`config.mk`:
```
export PLATFORM = sky130hd
export DESIGN_NAME = dual_issue
export DESIGN_NICKNAME = d
export VERILOG_FILES = /design/src/rtl/dual_issue.sv
export SDC_FILE = /design/constraint.sdc
export NUM_CORES = 1
export LEC_CHECK = 0
export ABC_CLOCK_PERIOD_IN_PS = 3010
export CAP_MARGIN = 20
export CORE_MARGIN = 4
export CORE_UTILIZATION = 35
export CTS_BUF_LIST = sky130_fd_sc_hd__clkbuf_4 sky130_fd_sc_hd__clkbuf_8
export DETAILED_ROUTE_END_ITERATION = 6
export PLACE_DENSITY = 0.68
export SLEW_MARGIN = 0
export SYNTH_ARGS = -nofsm -noshare
export SYNTH_HDL_FRONTEND = slang
export SYNTH_SLANG_ARGS = --single-unit
```
`constraint.sdc`:
```
create_clock -name clk -period 3.01 [get_ports clk]
set_clock_uncertainty 0.15 [all_clocks]
set_input_delay 0.903 -clock clk [delete_from_list [all_inputs] [get_ports clk]]
set_output_delay 0.903 -clock clk [all_outputs]
set_load 0.005 [all_outputs]
```
`src/rtl/dual_issue.sv`:
```
`default_nettype none
// +----------------------------------------------------------------------+
// | dual_issue : issue stage for a dual-issue pipeline, splits RAW pairs  |
// | Rev 1.0                                                               |
// +----------------------------------------------------------------------+
module dual_issue #(
    parameter int CNT_W = 32
) (
    input  logic             clk,
    input  logic             rst_n,
    input  logic             flush,
    input  logic             ex_stall,
    input  logic             dec_valid_0,
    input  logic [31:0]      dec_pc_0,
    input  logic [4:0]       dec_rs1_0,
    input  logic [4:0]       dec_rs2_0,
    input  logic [4:0]       dec_rd_0,
    input  logic [3:0]       dec_alu_op_0,
    input  logic [31:0]      dec_imm_0,
    input  logic             dec_has_rd_0,
    input  logic             dec_use_imm_0,
    input  logic             dec_valid_1,
    input  logic [31:0]      dec_pc_1,
    input  logic [4:0]       dec_rs1_1,
    input  logic [4:0]       dec_rs2_1,
    input  logic [4:0]       dec_rd_1,
    input  logic [3:0]       dec_alu_op_1,
    input  logic [31:0]      dec_imm_1,
    input  logic             dec_has_rd_1,
    input  logic             dec_use_imm_1,
    output logic             stall_dec,
    output logic             iss_valid_0,
    output logic [31:0]      iss_pc_0,
    output logic [4:0]       iss_rs1_0,
    output logic [4:0]       iss_rs2_0,
    output logic [4:0]       iss_rd_0,
    output logic [3:0]       iss_alu_op_0,
    output logic [31:0]      iss_imm_0,
    output logic             iss_has_rd_0,
    output logic             iss_use_imm_0,
    output logic             iss_valid_1,
    output logic [31:0]      iss_pc_1,
    output logic [4:0]       iss_rs1_1,
    output logic [4:0]       iss_rs2_1,
    output logic [4:0]       iss_rd_1,
    output logic [3:0]       iss_alu_op_1,
    output logic [31:0]      iss_imm_1,
    output logic             iss_has_rd_1,
    output logic             iss_use_imm_1,
    output logic [CNT_W-1:0] cnt_pair,
    output logic [CNT_W-1:0] cnt_single,
    output logic [CNT_W-1:0] cnt_split
);

    typedef struct packed {
        logic [31:0] pc;
        logic [4:0]  rs1;
        logic [4:0]  rs2;
        logic [4:0]  rd;
        logic [3:0]  alu_op;
        logic [31:0] imm;
        logic        has_rd;
        logic        use_imm;
    } slot_t;

    typedef enum logic [0:0] {
        ST_NORMAL = 1'b0,
        ST_SPLIT  = 1'b1
    } state_t;

    state_t           r_state;
    state_t           w_state_nxt;
    slot_t            w_slot0;
    slot_t            w_slot1;
    slot_t            r_lane0;
    slot_t            r_lane1;
    slot_t            w_lane0_nxt;
    slot_t            w_lane1_nxt;
    logic             r_v0;
    logic             r_v1;
    logic             w_v0_nxt;
    logic             w_v1_nxt;
    logic             w_split_evt;
    logic             w_haz;
    logic             w_advance;
    logic [CNT_W-1:0] r_cnt_pair;
    logic [CNT_W-1:0] r_cnt_single;
    logic [CNT_W-1:0] r_cnt_split;

    assign w_slot0 = '{pc: dec_pc_0, rs1: dec_rs1_0, rs2: dec_rs2_0, rd: dec_rd_0,
                       alu_op: dec_alu_op_0, imm: dec_imm_0,
                       has_rd: dec_has_rd_0, use_imm: dec_use_imm_0};
    assign w_slot1 = '{pc: dec_pc_1, rs1: dec_rs1_1, rs2: dec_rs2_1, rd: dec_rd_1,
                       alu_op: dec_alu_op_1, imm: dec_imm_1,
                       has_rd: dec_has_rd_1, use_imm: dec_use_imm_1};

    // Younger instruction reads what the older one writes in the same pair
    assign w_haz = dec_valid_0 & dec_valid_1 & dec_has_rd_0 & (dec_rd_0 != 5'd0) &
                   ((dec_rd_0 == dec_rs1_1) | (!dec_use_imm_1 & (dec_rd_0 == dec_rs2_1)));

    assign w_advance = !flush & !ex_stall;
    assign stall_dec = !flush & (ex_stall | ((r_state == ST_NORMAL) & w_haz));

    always_comb begin
        w_state_nxt = r_state;
        w_v0_nxt    = 1'b0;
        w_v1_nxt    = 1'b0;
        w_lane0_nxt = '0;
        w_lane1_nxt = '0;
        w_split_evt = 1'b0;
        case (r_state)
            ST_NORMAL: begin
                if (w_haz) begin
                    w_v0_nxt    = 1'b1;
                    w_lane0_nxt = w_slot0;
                    w_split_evt = 1'b1;
                    w_state_nxt = ST_SPLIT;
                end else if (dec_valid_0) begin
                    w_v0_nxt    = 1'b1;
                    w_lane0_nxt = w_slot0;
                    if (dec_valid_1) begin
                        w_v1_nxt    = 1'b1;
                        w_lane1_nxt = w_slot1;
                    end
                end else if (dec_valid_1) begin
                    w_v0_nxt    = 1'b1;
                    w_lane0_nxt = w_slot1;
                end
            end
            ST_SPLIT: begin
                // Decode held the pair, so slot1 is still the younger half
                w_v0_nxt    = dec_valid_1;
                w_lane0_nxt = dec_valid_1 ? w_slot1 : '0;
                w_state_nxt = ST_NORMAL;
            end
            default: w_state_nxt = ST_NORMAL;
        endcase
        if (flush) begin
            w_state_nxt = ST_NORMAL;
        end else if (ex_stall) begin
            w_state_nxt = r_state;
        end
    end

    always_ff @(posedge clk or negedge rst_n) begin
        if (!rst_n) begin
            r_state <= ST_NORMAL;
        end else begin
            r_state <= w_state_nxt;
        end
    end

    always_ff @(posedge clk or negedge rst_n) begin
        if (!rst_n) begin
            r_v0    <= 1'b0;
            r_v1    <= 1'b0;
            r_lane0 <= '0;
            r_lane1 <= '0;
        end else if (flush) begin
            r_v0    <= 1'b0;
            r_v1    <= 1'b0;
            r_lane0 <= '0;
            r_lane1 <= '0;
        end else if (!ex_stall) begin
            r_v0    <= w_v0_nxt;
            r_v1    <= w_v1_nxt;
            r_lane0 <= w_lane0_nxt;
            r_lane1 <= w_lane1_nxt;
        end
    end

    always_ff @(posedge clk or negedge rst_n) begin
        if (!rst_n) begin
            r_cnt_pair   <= '0;
            r_cnt_single <= '0;
            r_cnt_split  <= '0;
        end else if (w_advance) begin
            r_cnt_pair   <= r_cnt_pair   + CNT_W'(w_v0_nxt & w_v1_nxt);
            r_cnt_single <= r_cnt_single + CNT_W'(w_v0_nxt ^ w_v1_nxt);
            r_cnt_split  <= r_cnt_split  + CNT_W'(w_split_evt);
        end
    end

    assign iss_valid_0   = r_v0;
    assign iss_pc_0      = r_lane0.pc;
    assign iss_rs1_0     = r_lane0.rs1;
    assign iss_rs2_0     = r_lane0.rs2;
    assign iss_rd_0      = r_lane0.rd;
    assign iss_alu_op_0  = r_lane0.alu_op;
    assign iss_imm_0     = r_lane0.imm;
    assign iss_has_rd_0  = r_lane0.has_rd;
    assign iss_use_imm_0 = r_lane0.use_imm;
    assign iss_valid_1   = r_v1;
    assign iss_pc_1      = r_lane1.pc;
    assign iss_rs1_1     = r_lane1.rs1;
    assign iss_rs2_1     = r_lane1.rs2;
    assign iss_rd_1      = r_lane1.rd;
    assign iss_alu_op_1  = r_lane1.alu_op;
    assign iss_imm_1     = r_lane1.imm;
    assign iss_has_rd_1  = r_lane1.has_rd;
    assign iss_use_imm_1 = r_lane1.use_imm;
    assign cnt_pair      = r_cnt_pair;
    assign cnt_single    = r_cnt_single;
    assign cnt_split     = r_cnt_split;

endmodule
`default_nettype wire

```
==> out/results.md, run 1 <==
| Stage | Parameter | Value |
| --- | --- | --- |
| routing | Via count | 11000 |
| timing | Transition time at the pin with the least slew margin | 1.08 ns |
| synth | Count of state elements after synthesis | 269 |
| clock tree | # hold bufs at CTS | 0 |
| routing | First drt pass iteration count | 5 |
| global routing | Via count of the first global-routing pass | 11200 |
| routing | Vias per std cell | 5.10 |
| clock tree | CTS root buffer | sky130_fd_sc_hd__clkbuf_8 |
| global routing | Overall fraction of global-route tracks in use | 22.1% |
| cells and area | Share of the core filled with cells | 56.1% |
| timing | Setup_tns | -3.19 ns |
| worst setup path | Startpoint types | input port |
| worst setup path | Crit path top cell by count | sky130_fd_sc_hd__buf_6 |
| cells and area | Syn-to-layout area delta | 58.5% |
| power and ir drop | Worst VDD drop | 0.319 mV |
| timing | Final number of max-transition violations | 0 |
| worst setup path | Crit path required time | 1.96 ns |
| timing | Total count of hold-check failures in the final report | 0 |
| clock tree | Clock latency on the worst-skew pair | 0.54 ns |
| worst setup path | Maximum cell stage delay along the critical path | 0.49 ns |
| routing | Wire per inst | 19.7 um |
| cells and area | Number of standard cells in the layout, taps in and fillers out | 2157 |
| job | Number of violations of the max-capacitance limit | 0 |
| place | Placed wire-length estimate | 29100 um |
| min path | Class of the most critical hold timing path | in -> async |
| clock tree | CTS tree | built |
| cells and area | Number of nets in the layout | 1855 |
| timing | Ratio of final minimum period to clock period | 109% |
| synth | Mean Syn Cell Area | 9.98 sq um |
| timing | Setup repair after global routing missed its margin | yes |
| floorplan | Die height | 192 um |
| synth | Gate count after technology mapping | 1187 |
| global routing | Antenna violations before repair | 3 |
| floorplan | Width of the die | 192 um |
| floorplan | # IOs | 445 |
| synth | Sequential area share after synthesis | 56.8% |
| place | Number of placed instances, taps included | 2055 |
| clock tree | Number of clock sinks | 269 |
| floorplan | Core area | 33400 sq um |
| run status | Result of the run | finished, violations left |
| synth | Synthesized net count | 1370 |
| clock tree | CTS HTree Levels | 2 |
| worst setup path | Top fanout value on the critical path | 2 |
| global routing | Maximum number of pins on one net before global-route repair | 87 |
| synth | Distinct cell type count of the synthesized netlist | 37 |
| synth | Top cell type's share of synthesized area | 56.8% |
| timing | Worst slew margin relative to its limit | 27.8% |
| place | Placer congestion estimate | 0.838 |
| synth | Warnings from Yosys | 0 |
| synth | Area contributors post-synth | sky130_fd_sc_hd__dfrtp_1 (57%), sky130_fd_sc_hd__a21oi_1 (7.2%), sky130_fd_sc_hd__a22o_1 (6.3%) |
| cells and area | Share of cells above drive strength 1 | 14.5% |
| run status | Violated checks | negative setup slack |
| worst setup path | Worst-path cell with the longest stage delay | sky130_fd_sc_hd__or4_4 |
| timing | Setup WS post-layout | -0.278 ns |
| clock tree | Deepest clock path buffer count | 3 |
| worst setup path | Worst setup path class | in -> out |
| cells and area | Cell area after layout | 18800 sq um |
| global routing | Wire length of the first global-routing pass | 64600 um |
| timing | Total of endpoints with negative setup slack in the final report | 43 |
| global routing | Overflow left after global routing | 0 |
| worst setup path | Cells along the critical path | buf_6 -> buf_6 -> or4_4 -> o2111ai_4 -> nor3_2 -> o21ba_2 -> buf_6 |
| worst setup path | Arrival time worst endpoint | 2.24 ns |
| synth | Synth area leader | sky130_fd_sc_hd__dfrtp_1 |
| clock tree | Clock slew at the register clock pins of the worst setup and hold paths | 0.06 ns |
| timing | Max Freq | 304 MHz |
| power and ir drop | Power Dens Cells | 466 nW/um^2 |
| timing | Post-layout minimum cycle time | 3.29 ns |
| routing | Number of design rule violations left after detail routing | 0 |
| floorplan | Die outline area | 36900 sq um |
| place | Count of buffers from port buffering | 444 |
| power and ir drop | Static Leakage | 8.36 nW |
| clock tree | Cts bufs inserted | 46 |
| floorplan | Effective utilization at floorplan | 35.4% |
| routing | Aggregate routed wire length | 42400 um |
| routing | Initial DRC count | 538 |
| worst setup path | Worst setup slack for register-to-register paths | 0.46 ns |
| routing | Number of nets with antenna violations after detailed routing | 0 |
| synth | Total standard cell area after synthesis | 11800 sq um |
| floorplan | Total number of placement rows | 67 |
| place | Cell area after placement | 17300 sq um |
| worst setup path | Type of element capturing the critical path | primary output |
## sequential cells by signal, summed over array words and instances, names as in the netlist, 4 cells and up
signal	flops
iss_imm_1	32
iss_pc_0	32
cnt_split	32
iss_imm_0	32
cnt_single	32
cnt_pair	32
iss_alu_op_0	4
iss_rs2_1	5
iss_alu_op_1	4
iss_rs1_0	5
iss_rd_0	5
iss_rs2_0	5
iss_pc_1	32
iss_rd_1	5
iss_rs1_1	5
## Yosys cell counts (all sizes together)
master	n
and2	3
o21ba	1
nor4	8
nor2	116
nand2	149
or4	2
and3	8
mux2i	1
inv	13
a21o	1
nand2b	2
o32a	1
nor3	15
o21a	1
xnor2	66
buf	25
a22o	85
o2111ai	1
nand4	24
and4	7
ha	7
nand3	113
clkbuf	57
a21oi	171
dfrtp	269
nand4bb	1
or2	2
xor2	34
nor2b	4
## what timing repair did
action                                  CTS  global route
setup buffers                            11             9
endpoints found under the setup margin   89            61
gates resized for setup                  61            51
pin swaps                                25            29
cloned                                    0             0
## critical path: cells and delay by family
kind | cells | cell delay, ns
and+or+nand+nor | 2 | 0.56
AOI/OAI and AO/OA | 2 | 0.45
buffers and inverters | 3 | 0.32
## kinds of logic after synthesis
logic type | Yosys count | share of synthesized area, %
compound gates | 261 | 13.9
buf+inv | 95 | 3.41
mux | 1 | 0.0845
fa+ha+maj | 7 | 0.739
flops | 269 | 56.8
xor+xnor | 100 | 7.39
simple gates | 454 | 17.7
## cell type report
class,instances,area [sq um]
diodes,1,2.50
flip-flops and latches,269,6730
clock inverters,7,90.1
multi-input cells,823,5260
fillers,2831,14700
well taps,448,561
clock buffers,77,972
repair buffers,519,5110
inverters,13,48.8
## cells in the final DEF, fill, tap and decap left out, types with 3 or more instances in the layout
| master | synthesis | routed |
|---|---|---|
| sky130_fd_sc_hd__clkbuf_8 | 0 | 63 |
| sky130_fd_sc_hd__nand2_4 | 0 | 3 |
| sky130_fd_sc_hd__dlygate4sd2_1 | 0 | 6 |
| sky130_fd_sc_hd__buf_12 | 0 | 7 |
| sky130_fd_sc_hd__inv_1 | 13 | 12 |
| sky130_fd_sc_hd__buf_4 | 1 | 56 |
| sky130_fd_sc_hd__buf_6 | 5 | 18 |
| sky130_fd_sc_hd__nand3_1 | 113 | 106 |
| sky130_fd_sc_hd__clkinv_2 | 0 | 3 |
| sky130_fd_sc_hd__a22o_1 | 85 | 85 |
| sky130_fd_sc_hd__nor2_4 | 0 | 7 |
| sky130_fd_sc_hd__nor2_1 | 116 | 105 |
| sky130_fd_sc_hd__nor3_4 | 0 | 6 |
| sky130_fd_sc_hd__and4_1 | 7 | 7 |
| sky130_fd_sc_hd__nor2_2 | 0 | 4 |
| sky130_fd_sc_hd__nand3_4 | 0 | 5 |
| sky130_fd_sc_hd__a21oi_1 | 171 | 171 |
| sky130_fd_sc_hd__clkbuf_2 | 1 | 4 |
| sky130_fd_sc_hd__xnor2_1 | 66 | 58 |
| sky130_fd_sc_hd__clkdlybuf4s50_1 | 0 | 423 |
| sky130_fd_sc_hd__and3_1 | 8 | 6 |
| sky130_fd_sc_hd__xor2_1 | 34 | 34 |
| sky130_fd_sc_hd__xnor2_2 | 0 | 8 |
| sky130_fd_sc_hd__nor3_1 | 15 | 4 |
| sky130_fd_sc_hd__nand2_1 | 149 | 141 |
| sky130_fd_sc_hd__dfrtp_1 | 269 | 269 |
| sky130_fd_sc_hd__clkbuf_4 | 0 | 14 |
| sky130_fd_sc_hd__nand2_2 | 0 | 4 |
| sky130_fd_sc_hd__ha_4 | 0 | 6 |
| sky130_fd_sc_hd__nor3_2 | 0 | 5 |
| sky130_fd_sc_hd__buf_2 | 4 | 3 |
| sky130_fd_sc_hd__nor4_4 | 2 | 5 |
| sky130_fd_sc_hd__nand4_1 | 23 | 23 |
## metal layers
layer / part of all wire [%] / GRT usage, % / up-vias / wire length [um]
li1: - / - / 5089 / -
met1: 40 / 27.4 / 5375 / 16800
met2: 48 / 36.7 / 461 / 20500
met3: 9.4 / 7.18 / 82 / 4010
met4: 2.8 / 6.88 / 2 / 1210
met5: 0.016 / 0 / - / 7
## where the power goes
part	switching, mW	internal [mW]
sequential	0.128	3.74
combinational	0.554	0.628
clock	1.50	2.21
## per-stage QoR
step / setup WS (ns) / hold WS (ns) / power, mW
2_1_floorplan: -0.449 / 0.315 / 4.30
3_3_place_gp: -1.23 / 0.309 / 5.09
3_5_place_dp: -1.27 / 0.315 / 5.10
4_1_cts: -0.327 / 0.119 / 8.87
5_1_grt: -0.313 / 0.141 / 9.16
6_report: -0.278 / 0.145 / 8.76
## final timing paths
path	from	endpoint	cells after the start
worst min-delay path	rst_n	cnt_single[1]$_DFFE_PN0P_	1
min in group clk	cnt_split[31]$_DFFE_PN0P_	cnt_split[31]$_DFFE_PN0P_	1
max in group asynchronous	rst_n	iss_rs1_0[4]$_DFFE_PN0P_	2
worst max register to register	cnt_single[11]$_DFFE_PN0P_	cnt_single[27]$_DFFE_PN0P_	5
worst max-delay path	dec_rd_0[3]	stall_dec	7
worst min register to register	cnt_split[31]$_DFFE_PN0P_	cnt_split[31]$_DFFE_PN0P_	1
No activity file was read; power rests on OpenSTA's default activity.
==> run 2: changes to the inputs <==
--- a/config.mk
+++ b/config.mk
@@ -12,7 +12,7 @@
 export CTS_BUF_LIST = sky130_fd_sc_hd__clkbuf_4 sky130_fd_sc_hd__clkbuf_8
 export DETAILED_ROUTE_END_ITERATION = 6
 export PLACE_DENSITY = 0.68
-export SLEW_MARGIN = 0
+export SLEW_MARGIN = 20
 export SYNTH_ARGS = -nofsm -noshare
 export SYNTH_HDL_FRONTEND = slang
 export SYNTH_SLANG_ARGS = --single-unit
==> results of run 2 <==
Final layout, timing and power as in run 1 (identical DEF).
